**src/rtl/rf_writeback_unit_pkg.sv**
```systemverilog
// rtl/rf_writeback_unit_pkg.sv - shared widths and FIFO entry type for the writeback unit
package rf_writeback_unit_pkg;

    localparam int REGISTER_FILE_ADDRESS_WIDTH = 5;
    localparam int REGISTER_FILE_NUM           = 32;
    localparam int RISC_V_DATA_WIDTH           = 32;

    // One buffered long-latency result: destination register and value.
    typedef struct packed {
        logic [REGISTER_FILE_ADDRESS_WIDTH-1:0] rd;
        logic [RISC_V_DATA_WIDTH-1:0]           data;
    } wb_entry_t;

endpackage

```
**src/rtl/rf_writeback_unit_if.sv**
```systemverilog
// rtl/rf_writeback_unit_if.sv - execute/decode/register-file signal bundle of the writeback unit
interface rf_writeback_unit_if
    import rf_writeback_unit_pkg::*;
#(
    parameter int WB_FIFO_DEPTH = 2
);

    localparam int LEVEL_W = $clog2(WB_FIFO_DEPTH) + 1;

    // ALU result, no backpressure
    logic                                   alu_valid;
    logic [REGISTER_FILE_ADDRESS_WIDTH-1:0] alu_rd;
    logic [RISC_V_DATA_WIDTH-1:0]           alu_data;

    // Long-latency result stream
    logic                                   ll_valid;
    logic                                   ll_ready;
    logic [REGISTER_FILE_ADDRESS_WIDTH-1:0] ll_rd;
    logic [RISC_V_DATA_WIDTH-1:0]           ll_data;

    // Decode side: issue of long-latency ops and hazard queries
    logic                                   issue_ll_valid;
    logic [REGISTER_FILE_ADDRESS_WIDTH-1:0] issue_ll_rd;
    logic [REGISTER_FILE_ADDRESS_WIDTH-1:0] query_rs0;
    logic [REGISTER_FILE_ADDRESS_WIDTH-1:0] query_rs1;
    logic [REGISTER_FILE_ADDRESS_WIDTH-1:0] query_rd;
    logic                                   stall;

    // Register file write port
    logic [REGISTER_FILE_ADDRESS_WIDTH-1:0] reg_num_w;
    logic [RISC_V_DATA_WIDTH-1:0]           w_data;
    logic                                   ctrl_reg_w;

    // Debug / status
    logic [REGISTER_FILE_NUM-1:0]           pending;
    logic [LEVEL_W-1:0]                     fifo_level;

    // Producer side (execute, decode and anything observing the write port)
    modport master (
        output alu_valid, alu_rd, alu_data,
        output ll_valid, ll_rd, ll_data,
        input  ll_ready,
        output issue_ll_valid, issue_ll_rd,
        output query_rs0, query_rs1, query_rd,
        input  stall,
        input  reg_num_w, w_data, ctrl_reg_w,
        input  pending, fifo_level
    );

    // The writeback unit itself
    modport slave (
        input  alu_valid, alu_rd, alu_data,
        input  ll_valid, ll_rd, ll_data,
        output ll_ready,
        input  issue_ll_valid, issue_ll_rd,
        input  query_rs0, query_rs1, query_rd,
        output stall,
        output reg_num_w, w_data, ctrl_reg_w,
        output pending, fifo_level
    );

endinterface

```
**src/rtl/rf_writeback_unit_wb_fifo.sv**
```systemverilog
// rtl/rf_writeback_unit_wb_fifo.sv - small synchronous FIFO buffering long-latency results
module wb_fifo
    import rf_writeback_unit_pkg::*;
#(
    parameter int DEPTH   = 2,
    parameter int PTR_W   = $clog2(DEPTH),
    parameter int LEVEL_W = $clog2(DEPTH) + 1
) (
    input  logic               clk,
    input  logic               rst,
    input  logic               push,
    input  wb_entry_t          push_data,
    input  logic               pop,
    output wb_entry_t          pop_data,
    output logic               full,
    output logic               empty,
    output logic [LEVEL_W-1:0] level
);

    wb_entry_t          mem [DEPTH];
    logic [PTR_W-1:0]   wr_ptr;
    logic [PTR_W-1:0]   rd_ptr;
    logic [LEVEL_W-1:0] count;
    logic               do_push;
    logic               do_pop;

    // Guard against overflow/underflow so a misbehaving caller cannot corrupt the count.
    assign do_push  = push && !full;
    assign do_pop   = pop && !empty;
    assign empty    = (count == '0);
    assign full     = (count == LEVEL_W'(DEPTH));
    assign level    = count;
    assign pop_data = mem[rd_ptr];

    // Storage array; contents need no reset because count gates visibility.
    always_ff @(posedge clk) begin
        if (do_push) begin
            mem[wr_ptr] <= push_data;
        end
    end

    // Pointers wrap naturally because DEPTH is a power of two.
    always_ff @(posedge clk or posedge rst) begin
        if (rst) begin
            wr_ptr <= '0;
            rd_ptr <= '0;
            count  <= '0;
        end else begin
            if (do_push) begin
                wr_ptr <= wr_ptr + PTR_W'(1);
            end
            if (do_pop) begin
                rd_ptr <= rd_ptr + PTR_W'(1);
            end
            if (do_push && !do_pop) begin
                count <= count + LEVEL_W'(1);
            end else if (do_pop && !do_push) begin
                count <= count - LEVEL_W'(1);
            end
        end
    end

endmodule

```
**src/rtl/rf_writeback_unit.sv**
```systemverilog
// rtl/rf_writeback_unit.sv - merges ALU and long-latency results onto the register file write port
module rf_writeback_unit
    import rf_writeback_unit_pkg::*;
#(
    parameter int REGISTER_FILE_ADDRESS_WIDTH = rf_writeback_unit_pkg::REGISTER_FILE_ADDRESS_WIDTH,
    parameter int REGISTER_FILE_NUM           = rf_writeback_unit_pkg::REGISTER_FILE_NUM,
    parameter int RISC_V_DATA_WIDTH           = rf_writeback_unit_pkg::RISC_V_DATA_WIDTH,
    parameter int WB_FIFO_DEPTH               = 2
) (
    input  logic                 clk,
    input  logic                 rst,
    rf_writeback_unit_if.slave   bus
);

    localparam int LEVEL_W = $clog2(WB_FIFO_DEPTH) + 1;

    wb_entry_t                              fifo_head;
    logic                                   fifo_full;
    logic                                   fifo_empty;
    logic                                   fifo_push;
    logic                                   fifo_pop;
    logic [LEVEL_W-1:0]                     fifo_level;
    wb_entry_t                              push_entry;

    logic                                   ctrl_reg_w_r;
    logic [REGISTER_FILE_ADDRESS_WIDTH-1:0] reg_num_w_r;
    logic [RISC_V_DATA_WIDTH-1:0]           w_data_r;
    logic                                   src_ll_r;

    logic                                   ctrl_reg_w_n;
    logic [REGISTER_FILE_ADDRESS_WIDTH-1:0] reg_num_w_n;
    logic [RISC_V_DATA_WIDTH-1:0]           w_data_n;
    logic                                   src_ll_n;

    logic [REGISTER_FILE_NUM-1:0]           pending_r;
    logic [REGISTER_FILE_NUM-1:0]           pending_n;

    // ll_ready depends only on current occupancy: no pass-through on a same-cycle pop.
    assign fifo_push       = bus.ll_valid && !fifo_full;
    assign push_entry.rd   = bus.ll_rd;
    assign push_entry.data = bus.ll_data;
    // ALU results always win the write port; the FIFO drains only on ALU-idle cycles.
    assign fifo_pop        = !bus.alu_valid && !fifo_empty;

    wb_fifo #(
        .DEPTH (WB_FIFO_DEPTH)
    ) u_wb_fifo (
        .clk       (clk),
        .rst       (rst),
        .push      (fifo_push),
        .push_data (push_entry),
        .pop       (fifo_pop),
        .pop_data  (fifo_head),
        .full      (fifo_full),
        .empty     (fifo_empty),
        .level     (fifo_level)
    );

    // Output stage next value: ALU first, then FIFO head; rd=0 never raises the write strobe.
    always_comb begin
        ctrl_reg_w_n = 1'b0;
        reg_num_w_n  = reg_num_w_r;
        w_data_n     = w_data_r;
        src_ll_n     = 1'b0;
        if (bus.alu_valid) begin
            ctrl_reg_w_n = (bus.alu_rd != '0);
            reg_num_w_n  = bus.alu_rd;
            w_data_n     = bus.alu_data;
            src_ll_n     = 1'b0;
        end else if (!fifo_empty) begin
            ctrl_reg_w_n = (fifo_head.rd != '0);
            reg_num_w_n  = fifo_head.rd;
            w_data_n     = fifo_head.data;
            src_ll_n     = 1'b1;
        end
    end

    // Output stage register feeding the register file write port.
    always_ff @(posedge clk or posedge rst) begin
        if (rst) begin
            ctrl_reg_w_r <= 1'b0;
            reg_num_w_r  <= '0;
            w_data_r     <= '0;
            src_ll_r     <= 1'b0;
        end else begin
            ctrl_reg_w_r <= ctrl_reg_w_n;
            reg_num_w_r  <= reg_num_w_n;
            w_data_r     <= w_data_n;
            src_ll_r     <= src_ll_n;
        end
    end

    // Scoreboard update: clear on a completing long-latency write, then set on issue so set wins.
    always_comb begin
        pending_n = pending_r;
        if (ctrl_reg_w_r && src_ll_r) begin
            pending_n[reg_num_w_r] = 1'b0;
        end
        if (bus.issue_ll_valid && (bus.issue_ll_rd != '0)) begin
            pending_n[bus.issue_ll_rd] = 1'b1;
        end
        pending_n[0] = 1'b0;
    end

    // Scoreboard state.
    always_ff @(posedge clk or posedge rst) begin
        if (rst) begin
            pending_r <= '0;
        end else begin
            pending_r <= pending_n;
        end
    end

    // A register is hazardous if a long-latency write is outstanding or its write is on the port now.
    function automatic logic reg_busy(
        input logic [REGISTER_FILE_ADDRESS_WIDTH-1:0] q,
        input logic [REGISTER_FILE_NUM-1:0]           pend,
        input logic                                   wr_en,
        input logic [REGISTER_FILE_ADDRESS_WIDTH-1:0] wr_num
    );
        return (q != '0) && (pend[q] || (wr_en && (wr_num == q)));
    endfunction

    // Decode stall across both operands and the destination.
    always_comb begin
        bus.stall = 1'b0;
        if (reg_busy(bus.query_rs0, pending_r, ctrl_reg_w_r, reg_num_w_r) ||
            reg_busy(bus.query_rs1, pending_r, ctrl_reg_w_r, reg_num_w_r) ||
            reg_busy(bus.query_rd,  pending_r, ctrl_reg_w_r, reg_num_w_r)) begin
            bus.stall = 1'b1;
        end
    end

    assign bus.ll_ready   = !fifo_full;
    assign bus.ctrl_reg_w = ctrl_reg_w_r;
    assign bus.reg_num_w  = reg_num_w_r;
    assign bus.w_data     = w_data_r;
    assign bus.pending    = pending_r;
    assign bus.fifo_level = fifo_level;

endmodule

```
**src/flat_wrapper.sv**
```systemverilog
// flat-port wrapper written by rule: the top's interface ports become plain ports
module rf_writeback_unit_flat import rf_writeback_unit_pkg::*;
#(
    parameter int REGISTER_FILE_ADDRESS_WIDTH = rf_writeback_unit_pkg::REGISTER_FILE_ADDRESS_WIDTH,
    parameter int REGISTER_FILE_NUM           = rf_writeback_unit_pkg::REGISTER_FILE_NUM,
    parameter int RISC_V_DATA_WIDTH           = rf_writeback_unit_pkg::RISC_V_DATA_WIDTH,
    parameter int WB_FIFO_DEPTH               = 2
)
  (clk, rst, bus_alu_valid, bus_alu_rd, bus_alu_data, bus_ll_valid, bus_ll_rd, bus_ll_data, bus_ll_ready, bus_issue_ll_valid, bus_issue_ll_rd, bus_query_rs0, bus_query_rs1, bus_query_rd, bus_stall, bus_reg_num_w, bus_w_data, bus_ctrl_reg_w, bus_pending, bus_fifo_level);
  rf_writeback_unit_if #(.WB_FIFO_DEPTH(WB_FIFO_DEPTH)) bus_i ();
  input  logic clk;
  input  logic rst;
  input wire logic [$bits(bus_i.alu_valid)-1:0] bus_alu_valid;
  input wire logic [$bits(bus_i.alu_rd)-1:0] bus_alu_rd;
  input wire logic [$bits(bus_i.alu_data)-1:0] bus_alu_data;
  input wire logic [$bits(bus_i.ll_valid)-1:0] bus_ll_valid;
  input wire logic [$bits(bus_i.ll_rd)-1:0] bus_ll_rd;
  input wire logic [$bits(bus_i.ll_data)-1:0] bus_ll_data;
  output wire logic [$bits(bus_i.ll_ready)-1:0] bus_ll_ready;
  input wire logic [$bits(bus_i.issue_ll_valid)-1:0] bus_issue_ll_valid;
  input wire logic [$bits(bus_i.issue_ll_rd)-1:0] bus_issue_ll_rd;
  input wire logic [$bits(bus_i.query_rs0)-1:0] bus_query_rs0;
  input wire logic [$bits(bus_i.query_rs1)-1:0] bus_query_rs1;
  input wire logic [$bits(bus_i.query_rd)-1:0] bus_query_rd;
  output wire logic [$bits(bus_i.stall)-1:0] bus_stall;
  output wire logic [$bits(bus_i.reg_num_w)-1:0] bus_reg_num_w;
  output wire logic [$bits(bus_i.w_data)-1:0] bus_w_data;
  output wire logic [$bits(bus_i.ctrl_reg_w)-1:0] bus_ctrl_reg_w;
  output wire logic [$bits(bus_i.pending)-1:0] bus_pending;
  output wire logic [$bits(bus_i.fifo_level)-1:0] bus_fifo_level;
  assign bus_i.alu_valid = bus_alu_valid;
  assign bus_i.alu_rd = bus_alu_rd;
  assign bus_i.alu_data = bus_alu_data;
  assign bus_i.ll_valid = bus_ll_valid;
  assign bus_i.ll_rd = bus_ll_rd;
  assign bus_i.ll_data = bus_ll_data;
  assign bus_ll_ready = bus_i.ll_ready;
  assign bus_i.issue_ll_valid = bus_issue_ll_valid;
  assign bus_i.issue_ll_rd = bus_issue_ll_rd;
  assign bus_i.query_rs0 = bus_query_rs0;
  assign bus_i.query_rs1 = bus_query_rs1;
  assign bus_i.query_rd = bus_query_rd;
  assign bus_stall = bus_i.stall;
  assign bus_reg_num_w = bus_i.reg_num_w;
  assign bus_w_data = bus_i.w_data;
  assign bus_ctrl_reg_w = bus_i.ctrl_reg_w;
  assign bus_pending = bus_i.pending;
  assign bus_fifo_level = bus_i.fifo_level;
  rf_writeback_unit #(.REGISTER_FILE_ADDRESS_WIDTH(REGISTER_FILE_ADDRESS_WIDTH), .REGISTER_FILE_NUM(REGISTER_FILE_NUM), .RISC_V_DATA_WIDTH(RISC_V_DATA_WIDTH), .WB_FIFO_DEPTH(WB_FIFO_DEPTH)) u_core (.clk(clk), .rst(rst), .bus(bus_i));
endmodule
```
**config.mk**
```make
export PLATFORM = sky130hd
export DESIGN_NAME = rf_writeback_unit_flat
export DESIGN_NICKNAME = d
export VERILOG_FILES = /design/src/rtl/rf_writeback_unit_pkg.sv /design/src/rtl/rf_writeback_unit_if.sv /design/src/rtl/rf_writeback_unit_wb_fifo.sv /design/src/rtl/rf_writeback_unit.sv /design/src/flat_wrapper.sv
export SDC_FILE = /design/constraint.sdc
export NUM_CORES = 1
export LEC_CHECK = 0
export BUFFER_PORTS_ARGS = -buffer_cell sky130_fd_sc_hd__buf_4
export CAP_MARGIN = 15
export CORE_MARGIN = 2
export CORE_UTILIZATION = 53
export CTS_CLUSTER_DIAMETER = 80
export DETAILED_ROUTE_END_ITERATION = 10
export PLACE_DENSITY = 0.8
export REMOVE_ABC_BUFFERS = 1
export SLEW_MARGIN = 20
export SYNTH_ARGS = -nofsm -noshare
export SYNTH_HDL_FRONTEND = slang
export SYNTH_SLANG_ARGS = --single-unit
```
**constraint.sdc**
```tcl
create_clock -name clk -period 4 [get_ports clk]
set_clock_uncertainty 0.15 [all_clocks]
set_input_delay 0.6 -clock clk [delete_from_list [all_inputs] [get_ports clk]]
set_output_delay 0.6 -clock clk [all_outputs]
set_load 0.02 [all_outputs]
```
=== Word-level counts from Yosys, hierarchy flattened ===
Memories as Yosys holds them, arrays and structs flattened.
Cells that the tools add are included.

* Register bits after elaboration: 74
* Memory bits (writable): 74
* Input port bits: 99
* Word-level logic and storage cells: 87
* Memories: 1

* $add $sub $neg: 4
* Order comparisons: 7
* Eq/ne operators: 5
* Muxes and demuxes: 25
* Bitwise operators: 3
* Reductions and logical operators: 34

{| class="wikitable"
|+ Memory list
! name !! words !! width !! rd ports !! clocked after memory_dff !! wr ports !! RTL line !! source
|-
| u_core.u_wb_fifo.mem || 2 || 37 || 1 || 0 || 1 || rf_writeback_unit_wb_fifo.sv:20 || <nowiki>wb_entry_t mem [DEPTH];</nowiki>
|}

{| class="wikitable"
|+ Operator list
! operator !! number
|-
| $mux W32 || 4
|-
| $and A32 B32 Y32 || 1
|-
| $not A32 Y32 || 1
|-
| $or A32 B32 Y32 || 1
|-
| $lt A5 B6 Y1 const B || 5
|-
| $reduce_bool A5 Y1 || 6
|-
| $logic_and A1 B1 Y1 || 16
|-
| $bmux W1 S5 || 3
|-
| $eq A5 B5 Y1 || 3
|-
| $mux W1 || 12
|-
| $demux W1 S5 || 2
|-
| $ge A5 B1 Y1 const B || 2
|-
| $mux W5 || 2
|-
| $logic_not A1 Y1 || 5
|-
| $logic_or A1 B1 Y1 || 5
|-
| $mux W2 || 2
|-
| $add A1 B1 Y1 const B || 2
|-
| $add A2 B1 Y2 const B || 1
|-
| $eq A2 B2 Y1 const B || 1
|-
| $logic_not A2 Y1 || 1
|-
| $ne A2 B2 Y1 const B || 1
|-
| $reduce_bool A2 Y1 || 1
|-
| $sub A2 B1 Y2 const B || 1
|}

=== Depth between registers and ports, before layout ===
Gate-level depths: netlist of run 1.

* Depth in word-level cells: 9
* Depth in mapped cells: 7
* Depth with buffers taken out: 7

=== Modules after synthesis ===
A second synthesis of run 1 with hierarchy kept.

* Cells, all modules: 531
* Area, all modules: 7024.2 um^2

{| class="wikitable"
|+ Modules (own cells, without submodules)
! module !! times used !! cells each !! area each (um^2) !! sequential area each (um^2)
|-
| rf_writeback_unit || 1 || 396 || 4071.4 || 1751.7
|-
| wb_fifo || 1 || 135 || 2952.8 || 2322.2
|}

=== Worst setup path after synthesis of run 1 ===
Ideal clock, no wire load.

* Path kind: register -> register
* Start point: register u_core.u_wb_fifo.count[0], in the netlist u_core.u_wb_fifo.level[0]
* End point: memory u_core.u_wb_fifo.mem[0][0] in the netlist's numbering, enable pin
* Library setup time: 0.431 ns
* Arrival: 2.529 ns
* Required time: 3.419 ns
* Slack: 0.890 ns
* Cell stages (with the launch flop): 4
* Cell sequence: dfrtp_1 -> nand2b_1 -> nand2_1 -> nor2_1

* Word-level cells in the longest chain between the ends: 6

{| class="wikitable"
|+ RTL lines
! item !! RTL line !! source
|-
| start, declared || rf_writeback_unit_wb_fifo.sv:23 || <nowiki>logic [LEVEL_W-1:0] count;</nowiki>
|-
| start signal, assigned || rf_writeback_unit_wb_fifo.sv:56 || <nowiki>count <= count + LEVEL_W'(1);</nowiki>
|-
| start signal, assigned || rf_writeback_unit_wb_fifo.sv:58 || <nowiki>count <= count - LEVEL_W'(1);</nowiki>
|-
| $eq A2 B2 Y1 * || rf_writeback_unit_wb_fifo.sv:31 || <nowiki>assign full = (count == LEVEL_W'(DEPTH));</nowiki>
|-
| $logic_not A1 Y1 * || n/a ||
|-
| named net bus_ll_ready || flat_wrapper.sv:19 || <nowiki>output wire logic [$bits(bus_i.ll_ready)-1:0] bus_ll_ready;</nowiki>
|-
| $logic_and A1 B1 Y1 || rf_writeback_unit.sv:39 || <nowiki>assign fifo_push = bus.ll_valid && !fifo_full;</nowiki>
|-
| $logic_and A1 B1 Y1 * || rf_writeback_unit_wb_fifo.sv:28 || <nowiki>assign do_push = push && !full;</nowiki>
|-
| $mux W1 * || rf_writeback_unit_wb_fifo.sv:37 || <nowiki>if (do_push) begin</nowiki>
|-
| $mux W1 (implied by the code) * || rf_writeback_unit_wb_fifo.sv:38 || <nowiki>mem[wr_ptr] <= push_data;</nowiki>
|-
| end, declared || rf_writeback_unit_wb_fifo.sv:20 ||
|}

The timed path passes the listed nets; every way through them passes the cells marked *.

=== Worst setup path in the final report of run 1 ===
* Start point: register u_core.pending_r[19], in the netlist u_core.bus.pending[19]
* End point: output port bus_stall

* Word-level cells in the longest chain between the ends: 7
* Elaborated cells on any way between the ends: 15
* Those cells by class: mux (7); reduce/logical (8)

{| class="wikitable"
|+ RTL lines
! item !! RTL line !! source
|-
| start, declared || rf_writeback_unit.sv:35 || <nowiki>logic [REGISTER_FILE_NUM-1:0] pending_r;</nowiki>
|-
| start signal, assigned || rf_writeback_unit.sv:110 || <nowiki>pending_r <= pending_n;</nowiki>
|-
| $bmux W1 S5 || rf_writeback_unit.sv:121 || <nowiki>return (q != '0) && (pend[q] || (wr_en && (wr_num == q)));</nowiki>
|-
| $mux W1 (implied by the code) || rf_writeback_unit.sv:121 ||
|-
| $logic_or A1 B1 Y1 || rf_writeback_unit.sv:121 ||
|-
| $logic_and A1 B1 Y1 || rf_writeback_unit.sv:121 ||
|-
| $logic_or A1 B1 Y1 || rf_writeback_unit.sv:127 || <nowiki>if (reg_busy(bus.query_rs0, pending_r, ctrl_reg_w_r, reg_num_w_r) ||</nowiki>
|-
| $logic_or A1 B1 Y1 * || rf_writeback_unit.sv:128 || <nowiki>reg_busy(bus.query_rs1, pending_r, ctrl_reg_w_r, reg_num_w_r) ||</nowiki>
|-
| $mux W1 * || rf_writeback_unit.sv:127 ||
|-
| end, declared || flat_wrapper.sv:25 || <nowiki>output wire logic [$bits(bus_i.stall)-1:0] bus_stall;</nowiki>
|}

Mark *: on every way between the ends. The rest lies on a longest branch, timed or not. The select of a mux whose other input is x is not followed.

==> impl_metrics.csv, run 1 <==
group,metric,value,unit
outcome,status,"complete, no violations",
cells_and_area,area_growth,29.19,%
floorplanning,die_h,117.8,µm
routing,drtPass1Iterations,5,
power_and_ir_drop,powerDensity,727.0,nW/µm²
synth,synth_area,6863,µm²
cells_and_area,design_area,8866,µm²
clock_tree,clockBufferDepth,2,
sta,fmax,0.3211,GHz
routing,route.detailed.drc,0,
floorplanning,die_area,13870,µm²
sta,fin_tns_setup,0,ns
clock_tree,h-tree-depth,4,
sta,finalCritPeriodShare,0.7787,
sta,slew_headroom,0.3723,
global_routing,grt-ovfl-total,0,
critical_path,reg2regPathDepth,5,
routing,via_count,5318,
global_routing,grt_start_max_net_pins,77,
clock_tree,postCtsHoldBufs,0,
synth,synth_top_area_frac,0.3238,
critical_path,crit_slowest_cell,"mux4_1",
critical_path,worstPathRequired,3.25,ns
routing,avgRoutedWirePerCell,19.21,µm
sta,rsz0062_at_grt,"no",
global_routing,grtUsageTotal,0.2544,
floorplanning,initial_core_util,0.5438,
sta,hold_viol_final,0,
synth,avgSynthCellArea,12.17,µm²
critical_path,criticalPathCategory,"flop to output port",
critical_path,crit_end,"bus_stall",
clock_tree,cts_made_buffers,17,
floorplanning,pin_count,173,
critical_path,worstPathArrival,2.36,ns
cells_and_area,fin_util,0.7026,
power_and_ir_drop,power.leakage,3.634,nW
synth,synth_area_leaders,"edfxtp_1 32%, dfrtp_1 27%, o21ai_0 7.4%",
min_path,holdCritPathClass,"input port to async pin",
routing,drt_first_iter_violations,399,
run,drv_cap,0,
clock_tree,cts_tree,"done",
global_routing,grt_pass1_vias,5487,
placement,placed_area,8257,µm²
cells_and_area,drive_gt1_frac,0.3266,
synth,synth_ff_type,"edfxtp_1",
critical_path,critPathMaxStageDelay,0.53,ns
clock_tree,worstSkewPairLatency,0.41,ns
cells_and_area,nets,825,
critical_path,cp-end-kind,"output port",
clock_tree,cts-root-buf,"clkbuf_16",
synth,yosys.area.top_type,"edfxtp_1",
synth,synth_most_common_cell,"o21ai_0",
synth,synth-edff-count,74,
power_and_ir_drop,irDropWorstVdd,0.0004384,V
critical_path,crit_chain,"mux4_1, mux4_2, nand2_1, nand2_1, o22ai_2, o221ai_2, buf_4",
clock_tree,cts_setup_buffers,0,
critical_path,r2r-start,"u_core.u_wb_fifo.level[0]$_DFFE_PP0P_",
synth,async_reset_ff_frac,0.5000,
critical_path,crit_top_cell,"nand2_1",
floorplanning,core_area,12620,µm²
placement,port_buffers,171,
routing,detail-route-antenna-nets,0,
synth,ys_warn_count,0,
sta,final_max_slew_viol_count,0,
clock_tree,cts_resized,0,
placement,dp_slack,0.9033,ns
clock_tree,clk_pin_slew_worst_paths,0.06,ns
global_routing,grt_pass1_wl,27960,µm
sta,worst_pin_slew,0.9393,ns
placement,gp_congestion,0.8943,
critical_path,reg2reg_setup_slack,1.81,ns
placement,place_hpwl,12100,µm
critical_path,path_max_fanout,5,
sta,timing.hold.ws,0.08686,ns
synth,synth_cell_types,43,
synth,ys_seq_area_frac,0.5936,
routing,post_drt_via_cell_ratio,5.844,
synth,yosys-top-cells-count,"101 x o21ai_0, 74 x dfrtp_1, 74 x edfxtp_1",
cells_and_area,diodes,0,
floorplanning,die_w,117.8,µm
global_routing,antenna_found_initial,0,
synth,synth_cells,564,
floorplanning,num_rows,41,
synth,ys_ff_latch,148,
routing,drt-total-wl,17480,µm
clock_tree,cts.sinks,148,
sta,period_minus_slack,3.115,ns
sta,fin_ws,0.8852,ns
critical_path,cp-startpoint,"u_core.bus.pending[19]$_DFF_PP0_",
critical_path,cp-start-kind,"flop",
critical_path,timing.rr.end,"u_core.bus.w_data[26]$_DFFE_PP0P_",
sta,setup_violations,0,
==> critical path: cells and delay by family, from the launching register on <==
| kind | cells | cell delay, ns |
|---|---|---|
| mux | 2 | 0.99 |
| simple gates | 2 | 0.14 |
| buf+inv | 1 | 0.17 |
| flops | 1 | 0.45 |
| compound gates | 2 | 0.21 |
==> final cells by class <==
| class | count | area (µm²) |
|---|---|---|
| flip-flops and latches | 148 | 4075 |
| fillers | 928 | 3754 |
| multi-input cells | 374 | 2626 |
| repair buffers | 177 | 1354 |
| clock buffers | 17 | 425.4 |
| well taps | 172 | 215.2 |
| clock inverters | 15 | 143.9 |
| inverters | 7 | 26.28 |
==> report_power, final <==
| group | total (mW) | internal, mW | switching (mW) |
|---|---|---|---|
| registers | 2.59 | 2.09 | 0.494 |
| clock network | 1.51 | 0.871 | 0.640 |
| logic | 2.35 | 1.06 | 1.28 |
==> metrics by stage <==
step	instances	total power [mW]
6_report	910	6.446
5_1_grt	910	6.779
4_1_cts	908	6.430
3_5_place_dp	876	4.908
3_3_place_gp	876	4.816
2_1_floorplan	529	3.887
==> per-layer routing <==
layer  global-route usage  part of all wire  up-vias
li1                     -                 -     2403
met1               0.3259              0.40     2596
met2               0.4172              0.49      295
met3              0.07558             0.093       24
met4              0.08584             0.016        0
met5                    0                 0        -
==> cells by family (layout without fill, tap and decap cells) <==
family / after synthesis / in the layout / synth area share
xor gates and xnor gates: 20 / 20 / 0.02552
and+or+nand+nor: 133 / 133 / 0.08824
buffers and inverters: 42 / 216 / 0.02607
DFF: 148 / 148 / 0.5936
muxes: 70 / 70 / 0.1471
adders and majority gates: 1 / 1 / 0.001823
AOI/OAI and AO/OA: 149 / 149 / 0.1170
other: 1 / 1 / 0.0005464
==> sequential cells by signal, indices dropped and copies added, names as in the netlist <==
name / count
u_core.bus.w_data: 32
u_core.u_wb_fifo.wr_ptr: 1
u_core.bus.ctrl_reg_w: 1
u_core.bus.pending: 31
u_core.u_wb_fifo.mem: 74
u_core.bus.reg_num_w: 5
u_core.src_ll_r: 1
u_core.u_wb_fifo.level: 2
u_core.u_wb_fifo.rd_ptr: 1
==> worst min path at each step <==
stage / from / endpoint / slack (ns)
2_1_floorplan: u_core.u_wb_fifo.wr_ptr$_DFFE_PP0P_ / u_core.u_wb_fifo.wr_ptr$_DFFE_PP0P_ / 0.31
3_3_place_gp: u_core.u_wb_fifo.wr_ptr$_DFFE_PP0P_ / u_core.u_wb_fifo.wr_ptr$_DFFE_PP0P_ / 0.39
3_5_place_dp: u_core.u_wb_fifo.wr_ptr$_DFFE_PP0P_ / u_core.u_wb_fifo.wr_ptr$_DFFE_PP0P_ / 0.41
4_1_cts: rst / u_core.bus.w_data[28]$_DFFE_PP0P_ / 0.09
5_1_grt: rst / u_core.bus.w_data[28]$_DFFE_PP0P_ / 0.11
6_report: rst / u_core.bus.w_data[28]$_DFFE_PP0P_ / 0.09
==> layout by cell type, fill, tap and decap left out, types with 14 or more instances in the layout <==
cell / instances
mux2i_1: 42
nor2_1: 42
edfxtp_1: 74
a21oi_1: 33
nand2_1: 54
dfrtp_1: 73
buf_4: 175
xor2_1: 14
mux4_2: 19
o21ai_0: 101
clkbuf_16: 17
No activity file was read; power rests on OpenSTA's default activity.
==> run 2: changes to the inputs <==
==> constraint.sdc (replaced) <==
create_clock -name clk -period 3.1 [get_ports clk]
set_clock_uncertainty 0.15 [all_clocks]
set_input_delay 0.465 -clock clk [delete_from_list [all_inputs] [get_ports clk]]
set_output_delay 0.465 -clock clk [all_outputs]
set_load 0.02 [all_outputs]
==> impl_metrics.csv, run 2 (same netlist as run 1, synthesis figures left out) <==
group,metric,value,unit
outcome,status,"complete, no violations",
clock_tree,worstSkewPairLatency,0.41,ns
cells_and_area,area_growth,29.92,%
sta,worst_pin_slew,0.8966,ns
routing,route.detailed.drc,0,
routing,drtPass1Iterations,5,
power_and_ir_drop,irDropWorstVdd,0.0005573,V
sta,period_minus_slack,2.978,ns
clock_tree,cts_tree,"done",
global_routing,grt_start_max_net_pins,76,
clock_tree,cts-root-buf,"clkbuf_16",
sta,hold_viol_final,0,
global_routing,grt-ovfl-total,0,
sta,slew_headroom,0.4023,
critical_path,crit_top_cell,"nand2_1",
cells_and_area,fin_util,0.7065,
floorplanning,num_rows,41,
cells_and_area,largest_register_ffs,74,
clock_tree,clk_pin_slew_worst_paths,0.06,ns
cells_and_area,regArea,4075,µm²
critical_path,critPathMaxStageDelay,0.54,ns
cells_and_area,diodes,0,
sta,fin_tns_setup,0,ns
placement,gp_congestion,0.9214,
routing,drt-total-wl,17500,µm
clock_tree,cts_made_buffers,17,
cells_and_area,multi_input_area,2626,µm²
critical_path,cp-startpoint,"u_core.bus.pending[19]$_DFF_PP0_",
floorplanning,pin_count,173,
sta,finalCritPeriodShare,0.9607,
power_and_ir_drop,power.leakage,3.666,nW
run,drv_cap,0,
cells_and_area,regMostFlops,"u_core.u_wb_fifo.mem",
floorplanning,die_w,117.8,µm
clock_tree,h-tree-depth,4,
routing,drt_first_iter_violations,503,
clock_tree,postCtsHoldBufs,0,
critical_path,cp-start-kind,"flop",
critical_path,cp_num_buf_inv,1,
cells_and_area,drive_gt1_frac,0.3270,
cells_and_area,final_common_cell,"buf_4",
global_routing,grt_pass1_vias,5568,
critical_path,crit_chain,"mux4_1, mux4_2, nand2_1, nand2_1, o22ai_2, o221ai_2, buf_4",
critical_path,crit_family,"multiplexers",
global_routing,grtUsageTotal,0.2601,
placement,place_hpwl,12310,µm
floorplanning,die_area,13870,µm²
critical_path,cp-end-kind,"output port",
placement,port_buffers,171,
power_and_ir_drop,powerDensity,950.0,nW/µm²
critical_path,r2r-start,"u_core.u_wb_fifo.level[0]$_DFFE_PP0P_",
floorplanning,initial_core_util,0.5438,
critical_path,timing.rr.end,"u_core.u_wb_fifo.mem[1][0]$_DFFE_PP_",
sta,fin_ws,0.1217,ns
min_path,holdCritPathClass,"input port to async pin",
routing,avgRoutedWirePerCell,19.19,µm
clock_tree,clockBufferDepth,2,
routing,detail-route-antenna-nets,0,
sta,final_max_slew_viol_count,0,
critical_path,cp_num_cells,7,
clock_tree,cts_resized,0,
critical_path,worstPathRequired,2.48,ns
sta,setup_violations,0,
floorplanning,die_h,117.8,µm
cells_and_area,final_cell_mix,"179 x buf_4, 101 x o21ai_0, 74 x edfxtp_1",
critical_path,path_max_fanout,5,
critical_path,crit_slowest_cell,"mux4_1",
cells_and_area,nets,827,
placement,dp_slack,0.2728,ns
sta,rsz0062_at_grt,"no",
floorplanning,core_area,12620,µm²
critical_path,criticalPathCategory,"flop to output port",
sta,fmax,0.3358,GHz
critical_path,worstPathArrival,2.36,ns
critical_path,crit_end,"bus_stall",
routing,via_count,5337,
clock_tree,cts_setup_buffers,0,
global_routing,antenna_found_initial,0,
critical_path,reg2regPathDepth,2,
global_routing,grt_pass1_wl,28370,µm
power_and_ir_drop,design_power_total,8.470,mW
routing,post_drt_via_cell_ratio,5.852,
cells_and_area,fillers,889,
clock_tree,cts.sinks,148,
critical_path,reg2reg_setup_slack,1.06,ns
run 2: cell types whose count changed in the layout (fill, tap and decap cells not counted):
| cell | delta |
|---|---|
| clkinv_1 | +1 |
| inv_6 | -3 |
| bufinv_16 | +3 |
| inv_8 | -2 |
| buf_4 | +4 |
| clkinvlp_4 | -2 |
| clkinv_2 | -1 |
| buf_12 | -2 |
| clkinv_4 | +4 |
run 2: worst min-delay path by stage:
stage,start,endpoint,cells after the start
floorplan,u_core.u_wb_fifo.wr_ptr$_DFFE_PP0P_,u_core.u_wb_fifo.wr_ptr$_DFFE_PP0P_,1
global placement,u_core.u_wb_fifo.wr_ptr$_DFFE_PP0P_,u_core.u_wb_fifo.wr_ptr$_DFFE_PP0P_,1
detailed placement,u_core.u_wb_fifo.wr_ptr$_DFFE_PP0P_,u_core.u_wb_fifo.wr_ptr$_DFFE_PP0P_,1
CTS,rst,u_core.bus.w_data[29]$_DFFE_PP0P_,2
global route,bus_ll_data[21],u_core.u_wb_fifo.mem[0][21]$_DFFE_PP_,1
finish,rst,u_core.bus.w_data[29]$_DFFE_PP0P_,2
run 2: stage by stage:
| step | std cells | instance area, µm² | hold slack (ns) |
|---|---|---|---|
| after global routing | 912 | 8916 | 0.06793 |
| after floorplan | 529 | 6710 | 0.3104 |
| after global placement | 880 | 8287 | 0.3826 |
| after CTS | 912 | 8916 | 0.05074 |
| final | 912 | 8916 | 0.01994 |
| after detailed placement | 880 | 8287 | 0.3905 |
run 2: layout make-up:
cell class | count | area share
repair buffers | 179 | 0.1507
clock inverters | 15 | 0.02287
inverters | 7 | 0.002947
multi-input cells | 374 | 0.2946
well taps | 172 | 0.02414
flip-flops and latches | 148 | 0.4571
clock buffers | 17 | 0.04771
run 2: power breakdown:
| part | leakage [nW] | internal (mW) | switching (mW) |
|---|---|---|---|
| clock | 0.299 | 1.35 | 0.784 |
| sequential | 1.52 | 2.70 | 0.620 |
| combinational | 1.85 | 1.35 | 1.66 |
run 2: per-layer routing:
layer	vias to the layer above	global-route usage	wire length (µm)
li1	2410	-	-
met5	-	0	0
met2	290	0.4208	8490
met3	40	0.08382	1615
met4	0	0.09789	376
met1	2597	0.3295	7018
